**config.mk**
```make
export PLATFORM = sky130hd
export DESIGN_NAME = matvec_ctrl
export DESIGN_NICKNAME = d
export VERILOG_FILES = /design/src/rtl/matvec_ctrl.sv
export SDC_FILE = /design/constraint.sdc
export NUM_CORES = 1
export LEC_CHECK = 0
export ABC_AREA = 1
export BUFFER_PORTS_ARGS = -buffer_cell sky130_fd_sc_hd__buf_2
export CORE_AREA = 2 2 395 397
export DETAILED_ROUTE_END_ITERATION = 8
export DIE_AREA = 0 0 397 399
export SLEW_MARGIN = 20
export SYNTH_ARGS = -nofsm -noshare
export SYNTH_HDL_FRONTEND = slang
export SYNTH_SLANG_ARGS = --single-unit
```
**constraint.sdc**
```tcl
create_clock -name clk -period 2 [get_ports clk]
set_clock_uncertainty 0.2 [all_clocks]
set_input_delay 0.3 -clock clk [delete_from_list [all_inputs] [get_ports clk]]
set_output_delay 0.3 -clock clk [all_outputs]
set_load 0.03 [all_outputs]
```
**src/rtl/matvec_ctrl.sv**
```systemverilog
// Sequencer for the matvec_mul datapath: owns the weight bank, gates the datapath clock
// enable and tracks in-flight vectors so y leaves through a valid/ready port.
module matvec_ctrl #(
    parameter  int R   = 8,
    parameter  int C   = 8,
    parameter  int W_X = 8,
    parameter  int W_K = 8,
    localparam int LAT = $clog2(C) + 1,
    localparam int W_Y = W_X + W_K + $clog2(C),
    localparam int RW  = (R > 1) ? $clog2(R) : 1
) (
    input  logic                 clk,
    input  logic                 rstn,
    input  logic                 k_valid,
    output logic                 k_ready,
    input  logic [RW-1:0]        k_row,
    input  logic [C*W_K-1:0]     k_data,
    input  logic                 k_last,
    input  logic                 s_valid,
    output logic                 s_ready,
    input  logic [C*W_X-1:0]     s_data,
    output logic                 m_valid,
    input  logic                 m_ready,
    output logic [R*W_Y-1:0]     m_data,
    output logic                 mv_cen,
    output logic [R*C*W_K-1:0]   mv_k,
    output logic [C*W_X-1:0]     mv_x,
    input  logic [R*W_Y-1:0]     mv_y,
    output logic                 busy,
    output logic                 err_row
);

    typedef enum logic [1:0] {
        S_LOAD,
        S_RUN,
        S_DRAIN
    } state_t;

    state_t           state, state_nxt;
    logic [C*W_K-1:0] bank [R];
    logic [LAT-1:0]   vld;
    logic             stall;
    logic             s_fire;
    logic             k_fire;
    logic             row_ok;
    logic [31:0]      row_idx;

    assign m_valid = vld[LAT-1];
    assign stall   = m_valid & ~m_ready;
    assign mv_cen  = ~stall;
    assign s_fire  = s_valid & s_ready;
    assign k_fire  = k_valid & k_ready;
    assign busy    = |vld;
    assign mv_x    = s_data;
    assign m_data  = mv_y;

    // Widened so row indices beyond R are caught even when R is not a power of two.
    assign row_idx = 32'(k_row);
    assign row_ok  = row_idx < 32'(R);

    for (genvar g = 0; g < R; g++) begin : g_mvk
        assign mv_k[g*C*W_K +: C*W_K] = bank[g];
    end

    always_comb begin
        state_nxt = state;
        k_ready   = 1'b0;
        s_ready   = 1'b0;
        case (state)
            S_LOAD: begin
                k_ready = 1'b1;
                if (k_valid && k_last) state_nxt = S_RUN;
            end
            S_RUN: begin
                s_ready = mv_cen;
                if (k_valid) state_nxt = S_DRAIN;
            end
            S_DRAIN: begin
                if (vld == '0) state_nxt = S_LOAD;
            end
            default: state_nxt = S_LOAD;
        endcase
    end

    always_ff @(posedge clk or negedge rstn) begin
        if (!rstn) begin
            state   <= S_LOAD;
            vld     <= '0;
            err_row <= 1'b0;
        end else begin
            state <= state_nxt;
            // Tracker advances in lockstep with the datapath so m_valid marks its output.
            if (mv_cen) vld <= LAT'({vld, s_fire});
            if (k_fire && !row_ok) err_row <= 1'b1;
        end
    end

    always_ff @(posedge clk or negedge rstn) begin
        if (!rstn) begin
            for (int unsigned r = 0; r < R; r++) bank[r] <= '0;
        end else if (k_fire && row_ok) begin
            bank[k_row] <= k_data;
        end
    end

endmodule
```
# Word level (Yosys, flattened, before mapping)
# Cells that the tools add are included.
dict set report totals {
  output_inout_bits 734
  elab_cells 43
  inputBits 289
  reg_bits 519
}
dict set report classes {
  mux 9
  bitwise 6
  order_cmp 3
  n_reduce_logical 9
  n_eq_ne 5
}
# operator n
set ops {}
lappend ops {{$bwmux 512} 1}
lappend ops {{$demux 64 s3} 1}
lappend ops {{$mux 64} 1}
lappend ops {{$mux 2} 3}
lappend ops {{$ne 2x2->1 const B} 3}
lappend ops {{$pmux 2 s3} 1}
lappend ops {{$ge 4x4->1 const B} 1}
lappend ops {{$logic_and 1x1->1} 4}
lappend ops {{$logic_not 4->1} 1}
lappend ops {{$lt 3x4->1 const B} 1}
lappend ops {{$lt 4x1->1 const B} 1}
lappend ops {{$not 3->4} 1}
lappend ops {{$reduce_or 4->1} 1}
lappend ops {{$and 1x1->1} 3}
lappend ops {{$reduce_and 3->1} 1}
lappend ops {{$eq 2x1->1 const B} 1}
lappend ops {{$eq 2x2->1 const B} 1}
lappend ops {{$logic_not 2->1} 1}
lappend ops {{$mux 1} 2}
lappend ops {{$not 1->1} 2}
lappend ops {{$logic_not 1->1} 1}

# Depth between registers and ports, before layout
dict set report logic_depth {
  ltp_word 6
  mapped_depth 8
  ltp_nobuf 6
}

# Least setup slack after synthesis
# Ideal clock, no wire load.
dict set report synth_path {
  path_type {register to register}
  startpoint {reg state[1]}
  endpoint {reg bank (netlist bit mv_k[131])}
  t_required_ns 1.682
  path_stages_with_launch 9
  arrival_time_ns 1.508
  slack_ns 0.175
  n_path_buf 2
  setup_ns 0.118
  synth_period_minus_slack_ns 1.825
  cell_sequence {dfrtp_1 > nor2_2 > nand2_2 > inv_2 > buf_6 > nand2_4 > buf_2 > nand2_1 > nand2_1}
}
dict set report synth_between {
  elab_chain_len 4
}
# item line_no
set synth_lines {}
lappend synth_lines {{from (decl)} 39} ;# state_t state, state_nxt;
lappend synth_lines {{from (signal assigned)} 91} ;# state <= state_nxt;
lappend synth_lines {{$logic_not 2->1} 69} ;# case (state)
lappend synth_lines {{$mux 1} 69}
lappend synth_lines {{net k_ready} 15} ;# output logic k_ready,
lappend synth_lines {{$and 1x1->1} 52} ;# assign k_fire = k_valid & k_ready;
lappend synth_lines {{$logic_and 1x1->1} 101} ;# end else if (k_fire && row_ok) begin
lappend synth_lines {{to (signal, indexed assignment)} 102} ;# bank[k_row] <= k_data;
lappend synth_lines {{to (decl)} 40} ;# logic [C*W_K-1:0] bank [R];
# The timed path passes the listed nets, and every way through them passes these cells.
# A chain may end at the register's enable or synchronous reset.

# Worst setup path in the final report
dict set report layout_path {
  startpoint {reg state[0]}
  endpoint {reg bank (netlist bit mv_k[385])}
}
dict set report layout_between {
  elab_chain_len 4
}
# item line_no
set layout_lines {}
lappend layout_lines {{$logic_not 2->1} 69}
lappend layout_lines {{$mux 1} 69}
lappend layout_lines {{$and 1x1->1} 52}
lappend layout_lines {{$logic_and 1x1->1} 101}
# No other way between the ends.

==> summary.txt <==
Outcome
  – Status: finished with violations
  – Failing checks: setup timing

Critical path
  – Worst r2r path cells: 9
  – Crit path DAT: 2.39 ns
  – CP max stage cell: dfrtp_1
  – Critical Path Stages: 9
  – Crit path capture type: flop
  – Largest stage delay, worst path: 0.39 ns
  – Worst path top cell family by delay: buffers and inverters
  – WP data required: 2.31 ns
  – WS Path Type: flop to flop
  – CP Max Fanout: 54
  – Ordered list of cells on the worst path: buf_4 > nor2_2 > nand2_2 > inv_8 > buf_4 > nand2_4 > buf_12 > nand2_1 > nand2_1
  – Crit path buf inv count: 4
  – Critical Path Start Type: flop

Job
  – # Max-Cap Violations: 0

GRT
  – Initial antenna violation count: 5
  – Largest net degree at the start of global routing: 100
  – Overflow after GRT: 0
  – All-Layer GR Usage: 12.2%
  – First-pass GRT wire length: 139 mm
  – Vias in the first global route: 18297

Cells and area
  – Nets: 3221
  – Leading cell type in the layout, fill and taps excluded: nand2_1
  – Fill cells: 17117
  – Reg area: 13000 µm²
  – Commonest cells after routing, fill and taps aside: nand2_1 (1209), buf_2 (583), dfrtp_1 (516)
  – Final Instance Count excl. Fillers: 5023
  – Multi-input logic area: ~6500 µm²
  – Synth-to-Final Area Change: 31.2%
  – Share of cells above drive strength 1: between 20 and 30%
  – Final core utilization: a little under a fifth

Power and ir drop
  – Clk network pwr share: 20.1%
  – Switching pwr: 26.3 mW
  – Switch share: between 40 and 50%
  – Pint: 28.5 mW
  – Combinational share of power: 45.5%
  – Cell leakage power: 15.6 nW
  – Seq pwr share: 34.4%
  – Worst-case vdd ir drop: 0.881 mV
  – Power Dens Cells: ~1900 nW/µm²

Floorplanning
  – Initial Util: 14.4%
  – DIE HEIGHT: 399 µm
  – Die area: roughly 160000 µm²
  – I/O Pins: 1023
  – FP Rows: 144
  – DIE WIDTH: about 400 µm
  – Core Area: approximately 150000 µm²

Min path
  – Hold Path Depth: 4
  – Class of the worst hold path: input port to flop

Detailed routing
  – Vias/cell: 3.77
  – Post-DR wirelength/cell: ~20 µm
  – Post-route ant nets: 0
  – 1st-iter DRT viols: ~1400
  – DR pass1 iterations: 5
  – DR vias: ~19000
  – # DRC: 0
  – WL final: just over 100 mm

Timing
  – Period utilization: 104%
  – Tmin final: roughly 2.1 ns
  – Setup TNS: -0.603 ns
  – Worst Max-Slew Pin Slew: 0.619 ns
  – Max-slew violation count: 0
  – Setup WS post-layout: -0.0838 ns
  – Final-report hold violation count: 0
  – Slew margin rel.: approximately 59%
  – Max frequency: ~0.48 GHz
  – Final setup viols: 19
  – RSZ-0062 raised after global routing: yes

Synth
  – Syn Inst Count: around 2500
  – Yosys warns: 0
  – Synth Register Bits: 518
  – Post-synthesis cell type count: 17
  – Avg Inst Size Synth: roughly 8.7 µm²
  – Share of the yosys chip area belonging to registers: 58.7%
  – Synthesized Nets: 2818
  – Synthesized area: 22100 µm²

Clock tree
  – Clk sinks: a little over 500
  – Total CTS buffers: 58
  – Clock transition at path regs: 0.06 ns
  – CTS tree: done
  – CTS root buf: clkbuf_16
  – Clk buf depth: 3
  – Worst skew pair latency: 0.63 ns
  – H-tree depth: 2

Place
  – Post-detail-place hpwl: 73.7 mm
  – I/O Buffers: slightly below 600
  – Placed instance count: 4827
  – Final Wtd Congestion: 0.804
[cell families (layout without fill, tap and decap cells)]
logic type | Yosys count | after routing | share of synthesized area, %
compound gates | 5 | 5 | 0.113
buf+inv | 432 | 880 | 12.3
flops | 518 | 518 | 58.7
other cells | 1 | 3 | 0.0170
simple gates | 1573 | 1573 | 28.9
[synth_stat cells]
library cell | instances | area, µm²
nor2_2 | 8 | 50.1
clkbuf_2 | 56 | 280
a21oi_1 | 1 | 5.00
nor2_1 | 3 | 11.3
nand3_1 | 326 | 1630
nand2_4 | 7 | 78.8
o21ai_0 | 4 | 20.0
inv_1 | 10 | 37.5
buf_4 | 224 | 1680
nand2_2 | 1 | 6.26
conb_1 | 1 | 3.75
buf_2 | 134 | 671
clkbuf_1 | 4 | 15.0
nand2_1 | 1228 | 4610
inv_2 | 3 | 11.3
dfrtp_1 | 518 | 13000
buf_6 | 1 | 11.3
[tightest hold or removal path, cell delays in order]
cell and delay [ns]:
buf_2 0.10, inv_1 0.13, nand2_2 0.18, o21ai_0 0.09
[metal layers]
| metal | routed length (µm) | vias up | track usage (%) |
|---|---|---|---|
| li1 | - | 8411 | - |
| met1 | 40200 | 9228 | 14.8 |
| met2 | 46100 | 981 | 19.2 |
| met3 | 9050 | 327 | 3.24 |
| met4 | 6760 | 0 | 7.68 |
| met5 | 0 | - | 0 |
[worst paths after layout]
kind | startpoint | end | slack (ns)
setup reg to reg | state[0]$_DFFE_PN0P_ | mv_k[385]$_DFFE_PN0P_ | -0.08
min in group asynchronous | rstn | mv_k[171]$_DFFE_PN0P_ | 0.33
setup / recovery | state[0]$_DFFE_PN0P_ | mv_k[385]$_DFFE_PN0P_ | -0.08
hold / removal | m_ready | vld[1]$_DFFE_PN0N_ | 0.03
max in group asynchronous | rstn | mv_k[224]$_DFFE_PN0P_ | 0.74
hold reg to reg | mv_k[144]$_DFFE_PN0P_ | mv_k[144]$_DFFE_PN0P_ | 0.26
[metrics by stage]
step | worst slack, ns | power, mW | area [µm²] | hold WS [ns]
finish | -0.0838 | 54.7 | 29000 | 0.0260
global route | -0.143 | 57.7 | 29000 | 0.0356
CTS | -0.136 | 55.1 | 28800 | 0.0352
detailed placement | 0.109 | 43.5 | 26000 | 0.0528
global placement | 0.150 | 43.1 | 26000 | 0.0544
floorplan | 0.175 | 34.9 | 22100 | -0.196
[state kept, by name, indices dropped and copies added (netlist names)]
name	flops
state	2
mv_k	512
vld	4
[final cells by class]
type                            instances  area share (%)
Timing Repair Buffer                  762            17.0
Tap cell                             2044            8.82
Sequential cell                       518            44.7
Antenna cell                            2          0.0173
Clock inverter                         22           0.825
Inverter                               13           0.194
Clock buffer                           83            5.82
Multi-Input combinational cell       1579            22.6
[what timing repair did]
action | 4_1_cts | 5_1_grt
setup endpoints to repair | 5 | 156
pin swaps | 3 | 3
gates resized for setup | 15 | 31
endpoints found under the hold margin | 1033 | 0
hold buffers | 73 | 0
gates cloned | 0 | 1
buffers inserted | 14 | 3
[power groups by stage]
stage / Clock [mW] / Sequential (mW) / Combinational, mW
2_1_floorplan: 0 / 29.1 / 5.83
3_3_place_gp: 0 / 18.7 / 24.5
3_5_place_dp: 0 / 18.8 / 24.7
4_1_cts: 11.3 / 18.7 / 25.1
5_1_grt: 11.7 / 19.4 / 26.7
6_report: 11.0 / 18.8 / 24.9
No activity file was read; power rests on OpenSTA's default activity.
